`src/rtl/seg7_scan_driver.sv`:
```
// seg7_scan_driver
//   Time-multiplexes a packed hex value onto a common-segment 7-segment display.
//   The value is captured once per scan frame at slot 0, cycle 0. All digits of
//   one frame therefore come from the same capture. Each digit slot lasts DWELL
//   cycles. The first cycle of a slot is dark so the previous digit does not
//   ghost onto the next one. Leading-zero digits can be blanked.
//
// Ports
//   ledclk      in   display refresh clock, rising edge
//   rst         in   asynchronous reset, active low
//   en          in   scan enable; low keeps the display dark and restarts the scan
//   blank_lz    in   1 = blank leading zero digits (digit 0 always shown)
//   value       in   nibble i drives digit i, nibble 0 least significant
//   abcdefg     out  segments, active high, bit6 = a ... bit0 = g
//   digit       out  one-hot digit select, active high, all-zero = dark
//   frame_start out  one-cycle pulse on the edge that takes a new snapshot
//
// Timing contract: there is no handshake. Every output is registered and is
// valid every cycle. The producer must hold value stable for at least one
// ledclk cycle around the frame boundary, because value is sampled as a plain
// multi-bit bus.
module seg7_scan_driver #(
   parameter int NUM_DIGITS = 4,
   parameter int DWELL      = 4
) (
   input  logic                    ledclk,
   input  logic                    rst,
   input  logic                    en,
   input  logic                    blank_lz,
   input  logic [4*NUM_DIGITS-1:0] value,
   output logic [6:0]              abcdefg,
   output logic [NUM_DIGITS-1:0]   digit,
   output logic                    frame_start
);

   localparam int IW = (NUM_DIGITS > 1) ? $clog2(NUM_DIGITS) : 1;
   localparam int CW = $clog2(DWELL);

   logic [IW-1:0]           idx;
   logic [CW-1:0]           cnt;
   logic [4*NUM_DIGITS-1:0] snap;

   logic [3:0]              cur_nib;
   logic [NUM_DIGITS-1:0]   lead_zero;
   logic [NUM_DIGITS-1:0]   sel_onehot;
   logic                    cur_lz;
   logic                    blanked;
   logic                    slot_end;
   logic                    frame_edge;

   function automatic logic [6:0] decode(input logic [3:0] n);
      case (n)
         4'h0: decode = 7'h7E;
         4'h1: decode = 7'h30;
         4'h2: decode = 7'h6D;
         4'h3: decode = 7'h79;
         4'h4: decode = 7'h33;
         4'h5: decode = 7'h5B;
         4'h6: decode = 7'h5F;
         4'h7: decode = 7'h70;
         4'h8: decode = 7'h7F;
         4'h9: decode = 7'h7B;
         4'hA: decode = 7'h77;
         4'hB: decode = 7'h1F;
         4'hC: decode = 7'h4E;
         4'hD: decode = 7'h3D;
         4'hE: decode = 7'h4F;
         default: decode = 7'h47;
      endcase
   endfunction

   // Select the current nibble and its one-hot digit line. lead_zero[i] is set
   // when nibbles i..NUM_DIGITS-1 of the snapshot are all zero.
   always_comb begin
      logic acc;
      cur_nib    = 4'h0;
      sel_onehot = '0;
      cur_lz     = 1'b0;
      lead_zero  = '0;
      acc        = 1'b1;
      for (int i = NUM_DIGITS - 1; i >= 0; i--) begin
         acc          = acc & (snap[4*i +: 4] == 4'h0);
         lead_zero[i] = acc;
      end
      for (int i = 0; i < NUM_DIGITS; i++) begin
         if (idx == IW'(i)) begin
            cur_nib       = snap[4*i +: 4];
            sel_onehot[i] = 1'b1;
            cur_lz        = lead_zero[i];
         end
      end
   end

   assign blanked    = blank_lz && (idx != '0) && cur_lz;
   assign slot_end   = (cnt == CW'(DWELL - 1));
   assign frame_edge = (idx == '0) && (cnt == '0);

   // Scan counters. Holding them at zero while disabled makes the first
   // enabled edge start a fresh frame.
   always_ff @(posedge ledclk or negedge rst) begin
      if (!rst) begin
         idx <= '0;
         cnt <= '0;
      end else if (!en) begin
         idx <= '0;
         cnt <= '0;
      end else if (slot_end) begin
         cnt <= '0;
         idx <= (idx == IW'(NUM_DIGITS - 1)) ? '0 : idx + 1'b1;
      end else begin
         cnt <= cnt + 1'b1;
      end
   end

   // Snapshot register. It keeps its content while disabled.
   always_ff @(posedge ledclk or negedge rst) begin
      if (!rst) begin
         snap <= '0;
      end else if (en && frame_edge) begin
         snap <= value;
      end
   end

   // Output registers. cnt == 0 is the dark gap at the start of each slot.
   // The frame edge also falls in a dark cycle, so the new snapshot is
   // first displayed on the following cycle.
   always_ff @(posedge ledclk or negedge rst) begin
      if (!rst) begin
         abcdefg     <= '0;
         digit       <= '0;
         frame_start <= 1'b0;
      end else if (!en) begin
         abcdefg     <= '0;
         digit       <= '0;
         frame_start <= 1'b0;
      end else begin
         frame_start <= frame_edge;
         if (cnt == '0 || blanked) begin
            abcdefg <= '0;
            digit   <= '0;
         end else begin
            abcdefg <= decode(cur_nib);
            digit   <= sel_onehot;
         end
      end
   end

endmodule

```
`config.mk`:
```
export PLATFORM = sky130hd
export DESIGN_NAME = seg7_scan_driver
export DESIGN_NICKNAME = d
export VERILOG_FILES = /design/src/rtl/seg7_scan_driver.sv
export SDC_FILE = /design/constraint.sdc
export NUM_CORES = 1
export LEC_CHECK = 0
export ABC_CLOCK_PERIOD_IN_PS = 3650
export BUFFER_PORTS_ARGS = -buffer_cell sky130_fd_sc_hd__buf_4
export CORE_MARGIN = 4
export CORE_UTILIZATION = 45
export CTS_CLUSTER_DIAMETER = 80
export CTS_CLUSTER_SIZE = 40
export DETAILED_ROUTE_END_ITERATION = 7
export GPL_TIMING_DRIVEN = 1
export PLACE_DENSITY_LB_ADDON = 0.3
export SETUP_SLACK_MARGIN = 0.15
export SLEW_MARGIN = 20
export SYNTH_ARGS = -nofsm -noshare
export SYNTH_HDL_FRONTEND = slang
export SYNTH_SLANG_ARGS = --single-unit
```
`constraint.sdc`:
```
create_clock -name ledclk -period 3.65 [get_ports ledclk]
set_input_delay 0.365 -clock ledclk [delete_from_list [all_inputs] [get_ports ledclk]]
set_output_delay 0.365 -clock ledclk [all_outputs]
set_load 0.01 [all_outputs]
```
# After elaboration in Yosys (flattened, before gate mapping)
# Memory sizes are Yosys's and may differ from the RTL's.
# Index checks and enable logic that the tools add are counted.
# classes
n_eq_ne	5
n_bitwise	3
n_reduce_logical	12
muxes	22
n_addsub	2
# ops
op	n
$mux 4	6
$logic_not 4->1	4
$mux 7	2
$mux 2	5
$mux 1	9
$eq 2x2->1 const B	3
$add 2x1->2 const B	2
$logic_and 1x1->1	4
$logic_not 2->1	2
$and 1x1->1	3
$eq 2x1->1 const B	1
$ne 2x1->1 const B	1
$reduce_bool 2->1	1
$logic_or 1x1->1	1
# word_totals
reg_bits	32
out_inout_bits	12
mem_count	1
mem_bits_ro	112
word_cells	51
inputBits	20
# mem_list
name	depth	width	rd	rd_clocked_by_memory_dff	write_ports	line_no	rtl
(no name shown)	16	7	1	0	0	52	case (n)

# Longest topological paths before layout
# logic_depth
depth_word	12
ltp_mapped	12
depth_no_buf	11

# Least setup slack after synthesis
# Ideal clock, no wire load.
# synth_path
path_type	reg-to-reg
from	register idx[0]
to	register abcdefg[2]
setup_time_ps	65
n_path_buf	0
stages_incl_launch_ff	12
arrival_time_ps	2012
required_time_ps	3585
synth_period_minus_slack_ps	2077
path_slack_ps	1573
path_cell_list	dfrtp_1 inv_1 ha_1 nor2b_1 a22oi_1 a21oi_1 inv_1 ha_1 inv_1 nor2_1 a21oi_1 o221a_2
# synth_between
elab_chain_cells	9
word_cells_on_any_way	19
cone_classes	eq/ne: 3; mux: 10; reduce/logical: 5; memory: 1
# synth_rtl
item	line_no	rtl
from (decl)	39	logic [IW-1:0] idx;
from (signal assigned)	109	idx <= (idx == IW'(NUM_DIGITS - 1)) ? '0 : idx + 1'b1;
parallel branches: the longest is 7 deep, another holds $mem_v2 16x7	--	
$mux 7 (*)	138	if (cnt == '0 || blanked) begin
$mux 7 (*)	132	end else if (!en) begin
to (signal assigned)	142	abcdefg <= decode(cur_nib);
to (decl)	31	output logic [6:0] abcdefg,
# Mark *: on every way between the ends.
# A chain may end at the register's enable or synchronous reset.

# Final worst setup path
# Ends and elaborated chain as after synthesis.

==> flow_summary.yaml <==
synthesis:
  synth_warnings: 0
  yosys.area.top_type_share_pct: 49.1
  ys_seq_area_share_pct: 49.1
  synth_nets: 170
  async_flop_share_pct: 100
  synth_edf_count: 0
  netlist_area_um2: 1630
  synth_cells: 138
  netlist_top_cells_count: "32 x dfrtp_1, 16 x mux2_2, 12 x ha_1, 9 x inv_1, 6 x nand2_1"
  yosysMostFrequentCell: "dfrtp_1"
  synth.area.top_cells: "dfrtp_1 49%, mux2_2 11%, ha_1 9.2%"
  ys_seq_elements: 32
  yosys_most_used_dff: "dfrtp_1"
  synth_top_area_cell: "dfrtp_1"
  postSynthAreaPerCell_um2: 11.8
  ys_types: 33
global_route:
  track_usage_pct: 16.2
  overflow: 0
  antenna_found_initial: 0
  grt_pass1_vias: 1180
  grt_start_max_net_pins: 33
  grt_pass1_wl_mm: 5.31
worst_setup_path:
  endpoint_kind: "flip-flop"
  worstSetupStartpoint: "idx[0]"
  start_kind: "flip-flop"
  worstPathMaxFanout: 7
  required_ps: 3920
  crit_arrival_ps: 2780
  r2r_start: "idx[0]"
  r2r_slack_ps: 1140
  critPathKind: "reg2reg"
  r2r_cells: 11
clocking:
  clock_sinks: 32
  cts_tree: "yes"
  htreeDepth: 2
  root_buffer: "clkbuf_4"
  path_clk_slew_ps: 90
  ctsResizeCount: 0
  ctsHoldBuffers: 1
  cts_buffer_depth: 2
  post-cts-setup-buffer-count: 0
  numCtsBuffers: 5
  clock_latency_ps: 340
floorplanning:
  die_h_um: 68.2
  core_um2: 3420
  initial_core_util_pct: 47.8
  die-area_um2: 4650
  die_w_um: 68.2
  io-pin-count: 32
  rows: 21
power_and_ir_drop:
  p_switching_w: 0.000330
  p_leak_nw: 0.915
  comb_power_share_pct: 32.8
  p_per_area_nw_per_um2: 517
  swShare_pct: 32.4
  peakVddDrop_uv: 260
  seq_power_share_pct: 46.8
  p_int_w: 0.000687
  pwr-share-clk_pct: 20.4
routing:
  route.antenna.remaining_nets: 0
  post_drt_wl_per_cell_um: 14.6
  routed_wl_mm: 3.22
  detail_route.iter0.violations: 43
  num_vias: 1180
  vias_per_cell: 5.36
  firstDrtPassIters: 4
  drc: 0
cells_and_area:
  nets: 205
  final_cells: 220
  drive_gt1_share_pct: 33.9
  syn_to_final_growth_pct: 20.5
  diodes: 0
  nFillCells: 289
sta:
  rsz0062_at_grt: "false"
  setup-violations-final: 0
  timing.final.crit_share_pct: 68.7
  finalMaxSlewViolations: 0
  final.setup.tns_ps: 0
  period_needed_ps: 2510
  finalHoldViolCount: 0
  worst_slew_pin_slew_ps: 816
  fin_skew_ps: 9.40
  fmax_mhz: 399
  maxSlewHeadroom_pct: 45.4
placement:
  port_buffers: 31
  place_congestion: 0.947
  placed_cells: 211
  post-dp-hpwl_mm: 2.49
min_path:
  min-delay-start: "value[9]"
  min_path_type: "in2reg"
  holdPathStages: 2
job:
  maxCapViolCount: 0
outcome:
  status: "completed"
[registers in the layout (all words and copies together) (netlist names)]
name         flops
frame_start      1
abcdefg          7
cnt              2
snap            16
idx              2
digit            4
[path summary, 6_finish.rpt]
check / end
max in group asynchronous: snap[7]
min in group asynchronous: abcdefg[1]
max reg2reg: abcdefg[2]
min reg2reg: cnt[0]
min: snap[9]
max: abcdefg[2]
[critical path: stages (launching register included)]
cell and delay (ps):
dfrtp_1 410, inv_1 120, ha_1 300, nor2b_1 170
a22oi_1 80, a21oi_1 430, inv_1 160, ha_1 250
inv_1 120, nor2_1 60, a21oi_1 150, o221a_2 200
[layout by cell type, fill, tap and decap left out, types with 2 or more instances in the layout]
cell      netlist  final
o211ai_1        3      3
o221a_2         2      2
nand3b_1        3      3
and2_1          5      5
dfrtp_1        32     32
nor2_1          5      5
nand2_1         6      6
mux2i_1         2      2
or4b_1          2      2
o21ai_0         3      3
inv_1           9      9
clkbuf_4        0      5
a221oi_1        3      3
nand2b_1        3      3
o21a_1          2      2
a21oi_1         4      4
nor3_1          2      2
nor3b_1         3      3
nor2b_1         4      4
mux2_2         16     16
clkbuf_1        0      2
buf_4           2     31
a311oi_2        2      2
nand3_1         2      2
ha_1           12     12
[stage by stage]
step	area [µm²]	hold WS [ps]	utilization (%)	power, W	worst slack [ps]
finish	1970	254	57.5	0.00102	1140
global route	1970	234	57.5	0.00109	907
CTS	1970	250	57.5	0.00102	1150
detailed placement	1900	323	55.5	0.000816	1180
global placement	1900	314	55.5	0.000798	1250
floorplan	1630	69.4	-	0.000702	1570
[cell type report]
class,instances,area (µm²),share of cell area (%)
Timing Repair Buffer,32,243,12.3
Clock buffer,8,58.8,2.99
Tap cell,46,57.6,2.93
Sequential cell,32,801,40.7
Inverter,9,33.8,1.72
Multi-Input combinational cell,93,772,39.3
[metal layers]
metal | vias to the layer above | global-route usage [%] | part of all wire [%]
met4 | 0 | 8.93 | 2.3
met1 | 579 | 18.4 | 40
met3 | 8 | 5.91 | 4.3
met2 | 27 | 26.2 | 53
met5 | - | 0 | 0
li1 | 566 | - | -
[kinds of logic after synthesis]
family          after synthesis  share of synthesized area, %
mux                          18                          12.3
compound gates               24                          11.6
buf+inv                      13                          3.60
simple gates                 39                          14.3
flops                        32                          49.1
fa+ha+maj                    12                          9.20
[power groups by stage]
| stage | clock network [W] | registers, W | logic (W) |
|---|---|---|---|
| floorplan | 0 | 0.000476 | 0.000226 |
| global placement | 0 | 0.000479 | 0.000319 |
| detailed placement | 0 | 0.000482 | 0.000334 |
| CTS | 0.000211 | 0.000476 | 0.000335 |
| global route | 0.000234 | 0.000483 | 0.000369 |
| finish | 0.000207 | 0.000476 | 0.000334 |
(Power assumes the default switching activity.)
